==> src/rtl/rtc_bus_driver.sv <==
// Runs one multiplexed address/data bus cycle on the external RTC chip pins.
// Pin outputs are registered from the current phase, so the pins trail the phase sequencer by one cycle.
module rtc_bus_driver #(
   parameter int unsigned T_SET = 2,
   parameter int unsigned T_PUL = 4,
   parameter int unsigned T_HLD = 2,
   parameter int unsigned T_GAP = 2
) (
   input  logic       CLK,
   input  logic       reset,
   input  logic       iniciar,
   input  logic       escritura,
   input  logic [7:0] dir_in,
   input  logic [7:0] dato_wr,
   output logic [7:0] dato_rd,
   output logic       fin,
   output logic       ocupado,
   output logic [7:0] AD_out,
   output logic       AD_oe,
   input  logic [7:0] AD_in,
   output logic       AD_sel,
   output logic       CS_n,
   output logic       RD_n,
   output logic       WR_n
);

   localparam int unsigned CNT_W = 8;

   localparam logic [CNT_W-1:0] LD_SET = CNT_W'(T_SET - 1);
   localparam logic [CNT_W-1:0] LD_PUL = CNT_W'(T_PUL - 1);
   localparam logic [CNT_W-1:0] LD_HLD = CNT_W'(T_HLD - 1);
   localparam logic [CNT_W-1:0] LD_GAP = CNT_W'(T_GAP - 1);

   if (T_SET < 1 || T_SET > 255 || T_PUL < 1 || T_PUL > 255 ||
       T_HLD < 1 || T_HLD > 255 || T_GAP < 1 || T_GAP > 255) begin : g_bad_param
      $error("rtc_bus_driver: timing parameters must lie in 1..255");
   end

   typedef enum logic [3:0] {
      IDLE, A_SET, A_STB, A_HLD, D_SET, D_STB, D_HLD, GAP, DONE
   } state_e;

   state_e           state_q, state_d;
   logic [CNT_W-1:0] cnt_q, cnt_d;
   logic             wr_q, wr_d;
   logic [7:0]       addr_q, addr_d;
   logic [7:0]       data_q, data_d;

   logic [7:0]       dato_rd_q, dato_rd_d;
   logic             fin_q, fin_d;
   logic             ocupado_q, ocupado_d;
   logic [7:0]       ad_out_q, ad_out_d;
   logic             ad_oe_q, ad_oe_d;
   logic             ad_sel_q, ad_sel_d;
   logic             cs_n_q, cs_n_d;
   logic             rd_n_q, rd_n_d;
   logic             wr_n_q, wr_n_d;

   logic             last;

   // Phase sequencer: each timed phase reloads the down-counter on entry.
   always_comb begin
      state_d = state_q;
      cnt_d   = cnt_q;
      wr_d    = wr_q;
      addr_d  = addr_q;
      data_d  = data_q;
      last    = (cnt_q == '0);
      unique case (state_q)
         IDLE: begin
            if (iniciar) begin
               wr_d    = escritura;
               addr_d  = dir_in;
               data_d  = dato_wr;
               state_d = A_SET;
               cnt_d   = LD_SET;
            end
         end
         A_SET: if (last) begin state_d = A_STB; cnt_d = LD_PUL; end else cnt_d = cnt_q - 8'd1;
         A_STB: if (last) begin state_d = A_HLD; cnt_d = LD_HLD; end else cnt_d = cnt_q - 8'd1;
         A_HLD: if (last) begin state_d = D_SET; cnt_d = LD_SET; end else cnt_d = cnt_q - 8'd1;
         D_SET: if (last) begin state_d = D_STB; cnt_d = LD_PUL; end else cnt_d = cnt_q - 8'd1;
         D_STB: if (last) begin state_d = D_HLD; cnt_d = LD_HLD; end else cnt_d = cnt_q - 8'd1;
         D_HLD: if (last) begin state_d = GAP;   cnt_d = LD_GAP; end else cnt_d = cnt_q - 8'd1;
         GAP:   if (last) begin state_d = DONE;  cnt_d = '0;     end else cnt_d = cnt_q - 8'd1;
         default: begin
            state_d = IDLE;
            cnt_d   = '0;
         end
      endcase
   end

   // Pin decode for the phase currently held in state_q.
   always_comb begin
      ad_out_d  = ad_out_q;
      ad_oe_d   = 1'b0;
      ad_sel_d  = 1'b1;
      cs_n_d    = 1'b1;
      rd_n_d    = 1'b1;
      wr_n_d    = 1'b1;
      fin_d     = 1'b0;
      dato_rd_d = dato_rd_q;
      unique case (state_q)
         A_SET, A_HLD: begin
            ad_out_d = addr_q;
            ad_oe_d  = 1'b1;
            ad_sel_d = 1'b0;
         end
         A_STB: begin
            ad_out_d = addr_q;
            ad_oe_d  = 1'b1;
            ad_sel_d = 1'b0;
            cs_n_d   = 1'b0;
            wr_n_d   = 1'b0;
         end
         D_SET, D_HLD: begin
            if (wr_q) begin
               ad_out_d = data_q;
               ad_oe_d  = 1'b1;
            end
         end
         D_STB: begin
            cs_n_d = 1'b0;
            if (wr_q) begin
               ad_out_d = data_q;
               ad_oe_d  = 1'b1;
               wr_n_d   = 1'b0;
            end else begin
               rd_n_d   = 1'b0;
            end
         end
         DONE: fin_d = 1'b1;
         default: ;
      endcase
      // Read data is taken at the edge where RD_n rises.
      if (!rd_n_q && rd_n_d) dato_rd_d = AD_in;
      ocupado_d = (state_d != IDLE) || fin_d;
   end

   always_ff @(posedge CLK or negedge reset) begin
      if (!reset) begin
         state_q   <= IDLE;
         cnt_q     <= '0;
         wr_q      <= 1'b0;
         addr_q    <= 8'h00;
         data_q    <= 8'h00;
         dato_rd_q <= 8'h00;
         fin_q     <= 1'b0;
         ocupado_q <= 1'b0;
         ad_out_q  <= 8'h00;
         ad_oe_q   <= 1'b0;
         ad_sel_q  <= 1'b1;
         cs_n_q    <= 1'b1;
         rd_n_q    <= 1'b1;
         wr_n_q    <= 1'b1;
      end else begin
         state_q   <= state_d;
         cnt_q     <= cnt_d;
         wr_q      <= wr_d;
         addr_q    <= addr_d;
         data_q    <= data_d;
         dato_rd_q <= dato_rd_d;
         fin_q     <= fin_d;
         ocupado_q <= ocupado_d;
         ad_out_q  <= ad_out_d;
         ad_oe_q   <= ad_oe_d;
         ad_sel_q  <= ad_sel_d;
         cs_n_q    <= cs_n_d;
         rd_n_q    <= rd_n_d;
         wr_n_q    <= wr_n_d;
      end
   end

   assign dato_rd = dato_rd_q;
   assign fin     = fin_q;
   assign ocupado = ocupado_q;
   assign AD_out  = ad_out_q;
   assign AD_oe   = ad_oe_q;
   assign AD_sel  = ad_sel_q;
   assign CS_n    = cs_n_q;
   assign RD_n    = rd_n_q;
   assign WR_n    = wr_n_q;

endmodule

==> config.mk <==
export PLATFORM = sky130hd
export DESIGN_NAME = rtc_bus_driver
export DESIGN_NICKNAME = d
export VERILOG_FILES = /design/src/rtl/rtc_bus_driver.sv
export SDC_FILE = /design/constraint.sdc
export NUM_CORES = 1
export LEC_CHECK = 0
export CAP_MARGIN = 40
export CORE_UTILIZATION = 40
export CTS_BUF_LIST = sky130_fd_sc_hd__clkbuf_2
export DETAILED_ROUTE_END_ITERATION = 16
export DONT_BUFFER_PORTS = 1
export GPL_ROUTABILITY_DRIVEN = 1
export SLEW_MARGIN = 10
export SYNTH_ARGS = -nofsm -noshare
export SYNTH_HDL_FRONTEND = slang
export SYNTH_SLANG_ARGS = --single-unit
export TNS_END_PERCENT = 30
==> constraint.sdc <==
create_clock -name CLK -period 4.94 [get_ports CLK]
set_clock_uncertainty 0.05 [all_clocks]
set_input_delay 1.235 -clock CLK [delete_from_list [all_inputs] [get_ports CLK]]
set_output_delay 1.235 -clock CLK [all_outputs]
set_load 0.02 [all_outputs]
After elaboration in Yosys (flattened, before gate mapping):

Cells that the tools add are included.

* add/sub/neg operators: 1
* equality and inequality tests: 10
* multiplexer cells: 24
* reduce and logical (&&, ||, !) cells: 14

Operators by type and width (count)
* 8-bit two-way mux: 5
* 4-bit two-way mux: 8
* 4-bit case mux with 8 select lines: 1
* 8-bit case mux with 4 select lines: 1
* 4-bit by 3-bit equality test with 1-bit output (second input constant): 4
* 8-bit case mux with 2 select lines: 1
* 4-bit by 2-bit equality test with 1-bit output (second input constant): 2
* 8-bit logical NOT: 1
* 8-bit by 1-bit subtractor with 8-bit output (second input constant): 1
* 1-bit two-way mux: 6
* 3-bit OR reduction: 2
* 4-bit by 1-bit equality test with 1-bit output (second input constant): 1
* 4-bit equality test (second input constant): 1
* 4-bit logical NOT: 1
* 1-bit case mux with 2 select lines: 2
* 2-bit AND reduction: 2
* 4-bit nonzero test: 1
* 2-bit OR reduction: 2
* 4-bit OR reduction: 1
* 2-bit by 1-bit != test with 1-bit output (second input constant): 1
* 2-bit != test (second input constant): 1
* 2-bit nonzero test: 1
* 1-bit logical AND: 1
* 1-bit logical NOT: 1
* 1-bit logical OR: 1

* register bits: 52
* logic and storage cells: 63

Longest topological paths before layout:

Gate-level depths: netlist of the first run.

* depth in word-level cells: 5
* mapped depth: 7
* mapped depth without buffers: 6

Worst setup path after synthesis of the first run:

No wires, ideal clock.

* path type: input port to flip-flop
* start: input iniciar
* end: register addr_q[0]
* library setup time: 0.125 ns
* arrival time: 2.343 ns
* required time: 4.765 ns
* setup slack: 2.421 ns
* cell stages on the path: 6
* buffers on the path: 3
* path through: clkbuf_1 > inv_1 > or2_1 > buf_6 > buf_12 > mux2_4

* word-level cells in the longest chain between the ends: 1

RTL lines
* from (decl): line 11 `input logic iniciar,`
* 2-bit AND reduction (no source line)
* to (signal assigned): line 160 `addr_q <= addr_d;`
* to (decl): line 46 `logic [7:0] addr_q, addr_d;`

No other way between the ends.
A chain may end at the register's enable or synchronous reset.

Worst setup path in the final report of the first run:

* start: register rd_n_q (netlist: RD_n)
* end: output RD_n

RTL lines
* from (decl): line 56 `logic rd_n_q, rd_n_d;`
* from (signal assigned): line 169 `rd_n_q <= rd_n_d;`
* to (decl): line 23 `output logic RD_n,`

No word-level cell between the ends.

==> metrics, run 1 <==
Final Max Slew Viols 0; Yosys warning count 0; synthesized flop and latch total 52; share of the synthesized area in compound gates (AO/OA/AOI/OAI) 7.930%; post-synthesis mux area share 17.33%; critical path launch point RD_n; Die H 77.89 um; Reg area 1306 um^2; main combinational cell family by area after synthesis multiplexers; Max Buffers Root-to-Sink 2; hold buffer count at cts 0; Remaining Overflow, GRT 0; Metal-1 WL 1685 um; largest net degree at the start of global routing 53; Final min period 2.369 ns; xor/xnor cell area share of the yosys netlist 2.662%; Multi-input gate area 902.1 um^2; Worst Setup End Kind output pin; post-synthesis cell type count 36; CTS H-tree depth 2; share of layout cells above drive strength 1 23.40%; Final Hold Fails 0; die width 77.89 um; setup TNS 0 ns; IO Count 51; CP Launch Type flip-flop; GRT Total Usage 14.32%; CTS Root Cell clkbuf_2; vias in the first global route 1468; Final setup viols 0; DR iter-0 viols 133; routed wl met3 251 um; die area 6066 um^2; Max Fanout on Critical Path 2; PostCTS Resize Cnt 0; outcome completed; post-synthesis simple-gate area fraction 10.16%; vias per cell 5.273; Detailed Place HPWL 2786 um; f_max 422.1 MHz; total core area 5540 um^2; top sig layer met4; Post-DRT Antenna Nets 0; sequential fraction of the synthesis area 56.71%; clock latency on the worst-skew pair 0.44 ns; Max-slew headroom 41.15%; Leak 1.070 nW; share of the synthesized area in the top cell type 52.15%; PortBufs 0; NumNets Final 217; Reg2Reg Launch Point state_q[1]; Final Power 0.001596 W; Util after Layout 43.34%; Max rail drop VDD 0.0002750 V; Worst Hold Class input pin to async pin; fin crit share 47.96%; DR WL met2 1912 um; Post-Syn Instances 186; antenna cells 0; leading post-synthesis cells by cell area dfrtp_1 (52%), mux2_2 (7.3%), mux2_4 (6.5%); Power per Cell Area 664.8 nW/um^2; synthesis-to-finish area growth 4.237%; DR vias 1371; clk sinks 52; WS Path Type flip-flop to output pin; final-layout fill cell count 513; wire per inst 15.02 um; 1st-pass router iterations 4; CTS tree yes; Initial Utilization 41.58%; setup slack, reg-to-reg 2.67 ns; # Post-CTS Setup Buffers 0; CTS clk-pin slew, worst paths 0.26 ns; # DRC 0; dominant cell type by area after synthesis dfrtp_1; Mean Syn Cell Area 12.38 um^2; Mapped Nets 216; # rows 27; CP arrival 1.08 ns; global-route wire length before repair 6755 um; unrepaired setup endpoints after global routing false; routability cong. 0.8627; Worst Max-Slew Pin Slew 0.8786 ns; required time worst endpoint 3.65 ns; Cell Area, Synth 2303 um^2; CTS buffer count 5; Adder-Cell Fraction of Synth Area 1.086%; initial antenna violation count 0; Total Routed Length 3904 um; # Max-Cap Violations 0
## sequential cells by signal (all words and copies together), names as in the netlist, 4 cells and up
name	count
data_q	8
addr_q	8
AD_out	8
state_q	4
cnt_q	8
dato_rd	8
## synth_stat cells, drive strengths merged
master   number
a31oi         1
or2           3
xor2          7
dfstp         4
or3           1
nor2         13
mux2i         8
a21o          1
o211a         1
o31ai         1
nand4         1
nor3          4
nand2        16
nand4b        1
clkbuf        5
o211ai        5
nor4          1
inv           6
nand2b        1
or4           1
o21ai        12
nor3b         1
mux2         25
dfrtp        48
a32o          2
o2111ai       1
a21oi         3
and2          1
a32oi         1
ha            2
buf           4
nand3         3
nor2b         2
## cell type report
cell class / count / area share, %
timing repair buffer: 3 / 1.407
tap: 72 / 3.752
clock buffer: 6 / 1.251
sequential: 52 / 54.40
clock inverter: 2 / 0.6774
multi-input combinational: 119 / 37.57
inverter: 6 / 0.9380
## cells in the final DEF, fill, tap and decap left out, drive strengths merged, types with 2 or more instances in the layout
cell type	count
clkbuf	6
nand2	16
or2	3
dfrtp	48
nand3	3
mux2	25
buf	2
o21ai	12
mux2i	8
a32o	2
nor2b	2
nor2	13
nor3	4
a21oi	3
inv	6
dfstp	4
xor2	7
o211ai	5
ha	2
## worst paths after layout
path	endpoint	cells after the start
hold reg to reg	addr_q[7]	1
max in group asynchronous	CS_n	0
setup / recovery	RD_n	0
hold / removal	dato_rd[7]	0
min in group CLK	addr_q[7]	1
setup reg to reg	data_q[7]	4
## metrics by stage
stage | hold WS (ns) | worst slack [ns] | instance area, um^2 | std cells
CTS | 0.3491 | 2.537 | 2401 | 260
global placement | 0.4400 | 2.376 | 2328 | 250
floorplan | 0.4286 | 2.421 | 2303 | 186
finish | 0.3855 | 2.571 | 2401 | 260
detailed placement | 0.4434 | 2.510 | 2355 | 252
global route | 0.3163 | 2.501 | 2401 | 260
## metal layers
layer | up-vias | GRT usage, %
met2 | 38 | 24.07
li1 | 650 | -
met5 | - | 0
met1 | 677 | 17.24
met4 | 0 | 5.094
met3 | 6 | 4.471
## power breakdown
group          internal (W)  total [W]  switching (W)  leakage, nW
logic              0.000287   0.000526       0.000239        0.426
registers          0.000638   0.000898       0.000260        0.615
clock network     0.0000377   0.000172       0.000134       0.0292
total              0.000962    0.00160       0.000634         1.07
## cell families after synthesis
kind of cell,Yosys count
adder cells (fa/ha/maj),2
AND/OR/NAND/NOR,49
multiplexers,33
buffers and inverters,15
AO/OA/AOI/OAI,28
flip-flops,52
XOR/XNOR,7
Note: power is estimated with default switching activity, not from simulation.
==> inputs of run 2 (changes only) <==
==> constraint.sdc (replaced) <==
create_clock -name CLK -period 2.5 [get_ports CLK]
set_clock_uncertainty 0.05 [all_clocks]
set_input_delay 0.625 -clock CLK [delete_from_list [all_inputs] [get_ports CLK]]
set_output_delay 0.625 -clock CLK [all_outputs]
set_load 0.02 [all_outputs]
==> metrics, run 2 (synthesis gave the netlist of run 1 again) <==
Die H 77.89 um (unchanged); commonest non-fill, non-tap cell in the layout dfrtp_1; fin crit share 77.30%; WS Path Type flip-flop to flip-flop; clock latency on the worst-skew pair 0.42 ns (-0.02 ns); Max rail drop VDD 0.0004820 V (+75%); Worst Setup End Kind flip-flop; CP arrival 2.21 ns (+1.13 ns); CP top delay family simple AND/OR/NAND/NOR gates; synthesis-to-finish area growth 8.039%; Power per Cell Area 1319 nW/um^2 (+98%); IO Count 51 (unchanged); routability cong. 0.8261 (-4.2%); DR vias 1428 (+4.2%); # Max-Cap Violations 0 (unchanged); vias in the first global route 1371 (-6.6%); Worst Hold Class input pin to flip-flop; CTS clk-pin slew, worst paths 0.25 ns (about the same); Final Hold Fails 0 (unchanged); share of layout cells above drive strength 1 24.62% (+1.2 points); die area 6066 um^2 (unchanged); Final min period 1.932 ns; antenna cells 0 (unchanged); f_max 517.5 MHz; Worst Max-Slew Pin Slew 0.4804 ns (-0.3982 ns); Total Routed Length 3909 um (+0.13%); Buf+Inv Stages, Crit Path 2; Remaining Overflow, GRT 0 (unchanged); CP Launch Type flip-flop; Initial Utilization 41.58% (unchanged); Max Fanout on Critical Path 6 (+4); Multi-input gate area 902.1 um^2 (unchanged); Final Max Slew Viols 0 (unchanged); final-layout fill cell count 528 (+2.9%); Leak 1.123 nW (+4.9%); initial antenna violation count 0 (unchanged); Post-DP Area 2374 um^2 (+0.80%); worst hold path stage count 1; CTS Root Cell clkbuf_2; setup TNS 0 ns (unchanged); Max-slew headroom 67.83% (+27 points); Final Cell Area 2489 um^2 (+3.6%); GRT Total Usage 13.89% (-0.43 points); R2R cell count 7 (+3); Reg area 1306 um^2 (unchanged); worst slack at placement 0.3651 ns (-2.145 ns); Final Power 0.003282 W (+110%); NumNets Final 224 (+3.2%); # DRC 0 (unchanged); unrepaired setup endpoints after global routing false; most frequent cells in the layout dfrtp_1 (48), nand2_1 (16), mux2_2 (15); Util after Layout 44.92% (+1.6 points); Detailed Place HPWL 2745 um (-1.5%); max incr delay on CP 0.47 ns; required time worst endpoint 2.78 ns (-0.87 ns); critical-path cell list inv_1 -> ha_1 -> nor3b_1 -> buf_4 -> and2_1 -> or3_1 -> a32o_1; clk sinks 52 (unchanged); Max Buffers Root-to-Sink 2 (unchanged); 1st-pass router iterations 4 (unchanged); setup ws final 0.5676 ns (-2.003 ns); PortBufs 0 (unchanged); CTS H-tree depth 2 (unchanged); global-route wire length before repair 6548 um (-3.1%); CTS tree yes; total core area 5540 um^2 (unchanged); outcome completed; Final setup viols 0 (unchanged); vias per cell 5.348 (+1.4%); die width 77.89 um (unchanged); # rows 27 (unchanged); Crit-path slowest cell dfrtp_1; Post-DRT Antenna Nets 0 (unchanged); wire per inst 14.64 um (-2.5%); largest net degree at the start of global routing 53 (unchanged); cell depth of the worst setup path 7 (+7); CTS buffer count 5 (unchanged); DR iter-0 viols 102 (-23%)
[run 2: worst paths after layout]
kind                             endpoint       from  slack (ns)
worst max register to register   cnt_q[0]   cnt_q[0]        0.57
worst min register to register  data_q[1]  data_q[1]        0.49
max in group asynchronous          AD_sel      reset        1.50
min in group asynchronous       addr_q[0]      reset        0.60
worst min-delay path            addr_q[6]  dir_in[6]        0.27
worst max-delay path             cnt_q[0]   cnt_q[0]        0.57
[run 2: metal layers]
metal	global-route usage [%]	routed length, um
met5	0	0
met2	21.59	1842
met3	4.353	241
met1	17.93	1777
met4	5.660	47
[run 2: area by class of cell]
| type | count | area share [%] |
|---|---|---|
| timing repair buffer | 10 | 4.223 |
| sequential | 52 | 52.49 |
| clock buffer | 5 | 1.006 |
| clock inverter | 3 | 1.508 |
| multi-input combinational | 119 | 36.25 |
| tap | 72 | 3.620 |
| inverter | 6 | 0.9050 |
[run 2: repair_timing]
item	4_1_cts	5_1_grt
setup buffers	0	0
gates resized for setup	0	0
hold buffers	2	0
hold endpoints to repair	52	0
[run 2: where the power goes]
group | leakage [nW] | switching, W | internal [W] | total [W]
combinational | 0.469 | 0.000523 | 0.000602 | 0.00112
clock | 0.0380 | 0.000248 | 0.000163 | 0.000411
sequential | 0.615 | 0.000485 | 0.00126 | 0.00175
[run 2: stage by stage]
stage | std cells | hold slack (ns)
2_1_floorplan | 186 | 0.2794
3_3_place_gp | 256 | 0.2804
3_5_place_dp | 256 | 0.2803
4_1_cts | 266 | 0.2414
5_1_grt | 267 | 0.2046
6_report | 267 | 0.2708
[run 2: worst register-to-register path: cells and delay by family (launching register included)]
family | cells | cell delay [ns]
AO/OA/AOI/OAI | 1 | 0.22
adder cells (fa/ha/maj) | 1 | 0.21
buffers and inverters | 2 | 0.27
flip-flops | 1 | 0.47
AND/OR/NAND/NOR | 3 | 0.65
==> inputs of run 3 (changes only) <==
==> constraint.sdc (replaced) <==
create_clock -name CLK -period 1.6 [get_ports CLK]
set_clock_uncertainty 0.05 [all_clocks]
set_input_delay 0.4 -clock CLK [delete_from_list [all_inputs] [get_ports CLK]]
set_output_delay 0.4 -clock CLK [all_outputs]
set_load 0.02 [all_outputs]
==> metrics, run 3 (synthesis gave the netlist of run 1 again) <==
clock power share 9.7% (-2.8 points); switching share of power 39.40% (+1.1 points); required time worst endpoint 1.90 ns (-0.88 ns); Worst Max-Slew Pin Slew 0.2970 ns (-0.1834 ns); worst slack at placement -0.2143 ns (-0.5794 ns); # rows 27 (unchanged); outcome finished with violations; IO Count 51 (unchanged); max incr delay on CP 0.57 ns (+0.10 ns); antenna cells 0 (unchanged); Flop pwr share 46.9% (-6.3 points); share of layout cells above drive strength 1 35.62% (+11 points); Detailed Place HPWL 3018 um (+10%); Multi-input gate area 1015 um^2 (+12%); vias per cell 5.157 (-3.6%); Final min period 1.754 ns (-0.1782 ns); die width 77.89 um (unchanged); Max rail drop VDD 0.0009075 V (+88%); final-layout fill cell count 490 (-7.2%); Final setup viols 24 (+24); Remaining Overflow, GRT 0 (unchanged); Final Power 0.005741 W (+75%); CTS tree yes; DR iter-0 viols 134 (+31%); setup slack, reg-to-reg -0.15 ns (-0.72 ns); CTS Root Cell clkbuf_2; NumNets Final 262 (+17%); setup TNS -2.358 ns (-2.358 ns); total core area 5540 um^2 (unchanged); PortBufs 0 (unchanged); commonest non-fill, non-tap cell in the layout dfrtp_1; Max-slew headroom 80.09% (+12 points); unrepaired setup endpoints after global routing true; Min-Delay Endpoint data_q[1]; worst hold path stage count 1 (unchanged); die area 6066 um^2 (unchanged); most frequent cells in the layout dfrtp_1 (48), dlygate4sd3_1 (21), buf_4 (18); Total Routed Length 4680 um (+20%); Leak 1.307 nW (+16%); synthesis-to-finish area growth 27.21%; CTS buffer count 5 (unchanged); # Max-Cap Violations 0 (unchanged); Power per Cell Area 1959 nW/um^2 (+49%); DR vias 1573 (+10%); Reg2Reg Launch Point state_q[2]; Worst Setup End Kind flip-flop; Worst Hold Class input pin to flip-flop; Final Max Slew Viols 0 (unchanged); largest net degree at the start of global routing 53 (unchanged); Internal 0.003479 W (+72%); CP Launch Type flip-flop; initial antenna violation count 0 (unchanged); clk sinks 52 (unchanged); Max Buffers Root-to-Sink 2 (unchanged); failing checks setup timing; 1st-pass router iterations 4 (unchanged); Reg area 1306 um^2 (unchanged); CTS clk-pin slew, worst paths 0.26 ns (about the same); Util after Layout 52.89% (+8.0 points); routability cong. 0.8399 (+1.7%); setup ws final -0.1542 ns (-0.7218 ns); # DRC 0 (unchanged); Crit-path slowest cell or4_4; CTS H-tree depth 2 (unchanged); Final Hold Fails 0 (unchanged); f_max 570.1 MHz (+10%); global-route wire length before repair 7672 um (+17%); Initial Utilization 41.58% (unchanged); clock latency on the worst-skew pair 0.45 ns (+0.03 ns); vias in the first global route 1565 (+14%); GRT Total Usage 16.46% (+2.6 points); Die H 77.89 um (unchanged); min-delay src dato_wr[1]; wire per inst 15.34 um (+4.8%); CP arrival 2.05 ns (-0.16 ns); Max Fanout on Critical Path 5 (-1); WS Path Type flip-flop to flip-flop; reg2reg end addr_q[5]; Buf+Inv Stages, Crit Path 0 (-2); Post-DRT Antenna Nets 0 (unchanged); R2R cell count 3 (-4); Comb pwr share 43.5% (+9.2 points); fin crit share 109.6% (+32 points); critical-path cell list or4_4 -> or2_4 -> mux2_4; Sw Pwr 0.002262 W (+80%); CP top delay family simple AND/OR/NAND/NOR gates
run 3: worst max-delay path by stage:
| stage | startpoint | end | slack, ns | depth (start not counted) |
|---|---|---|---|---|
| 6_report | state_q[2] | addr_q[5] | -0.15 | 3 |
| 5_1_grt | state_q[2] | addr_q[5] | -0.17 | 3 |
| 4_1_cts | state_q[2] | addr_q[5] | -0.17 | 3 |
| 3_5_place_dp | state_q[1] | addr_q[5] | -0.21 | 4 |
| 3_3_place_gp | state_q[1] | data_q[6] | -0.17 | 4 |
| 2_1_floorplan | state_q[3] | addr_q[0] | -0.43 | 7 |
run 3: power groups by stage:
stage | Sequential (W) | Clock, W | Combinational [W]
after detailed placement | 0.00271 | 0 | 0.00207
final | 0.00269 | 0.000554 | 0.00249
after global placement | 0.00267 | 0 | 0.00197
after floorplan | 0.00261 | 0 | 0.00145
after global routing | 0.00278 | 0.000615 | 0.00276
after CTS | 0.00269 | 0.000576 | 0.00229
run 3: cell type report:
| class | instances | area share (%) |
|---|---|---|
| repair buffers | 46 | 15.33 |
| flip-flops and latches | 52 | 44.58 |
| multi-input cells | 121 | 34.63 |
| clock buffers | 5 | 0.8540 |
| clock inverters | 3 | 0.7686 |
| well taps | 72 | 3.074 |
| inverters | 6 | 0.7686 |
run 3: per-stage QoR:
step / hold WS (ns) / cell area [um^2] / instances
6_report: 0.04363 / 2930 / 305
5_1_grt: -0.00001754 / 2930 / 305
4_1_cts: 0.003901 / 2746 / 291
3_5_place_dp: 0.05593 / 2504 / 270
3_3_place_gp: 0.05618 / 2504 / 270
2_1_floorplan: 0.05441 / 2303 / 186
run 3: repair_timing:
item / in CTS / in global routing
cloned: 2 / 0
hold buffers: 11 / 11
gates resized for setup: 18 / 17
endpoints found under the setup margin: 33 / 47
pin swaps: 5 / 8
setup buffers: 1 / 3
endpoints found under the hold margin: 61 / 11
run 3: per-layer routing:
layer	wire (um)	track usage [%]	share of wire (%)
met3	246	4.588	5.3
met2	2269	26.55	48
met1	2068	20.80	44
met4	95	6.604	2.0
met5	0	0	0
run 3: worst register-to-register path, stage by stage (launching register included):
cell and delay [ns]:
dfrtp_1 0.43, or4_4 0.57, or2_4 0.31, mux2_4 0.32
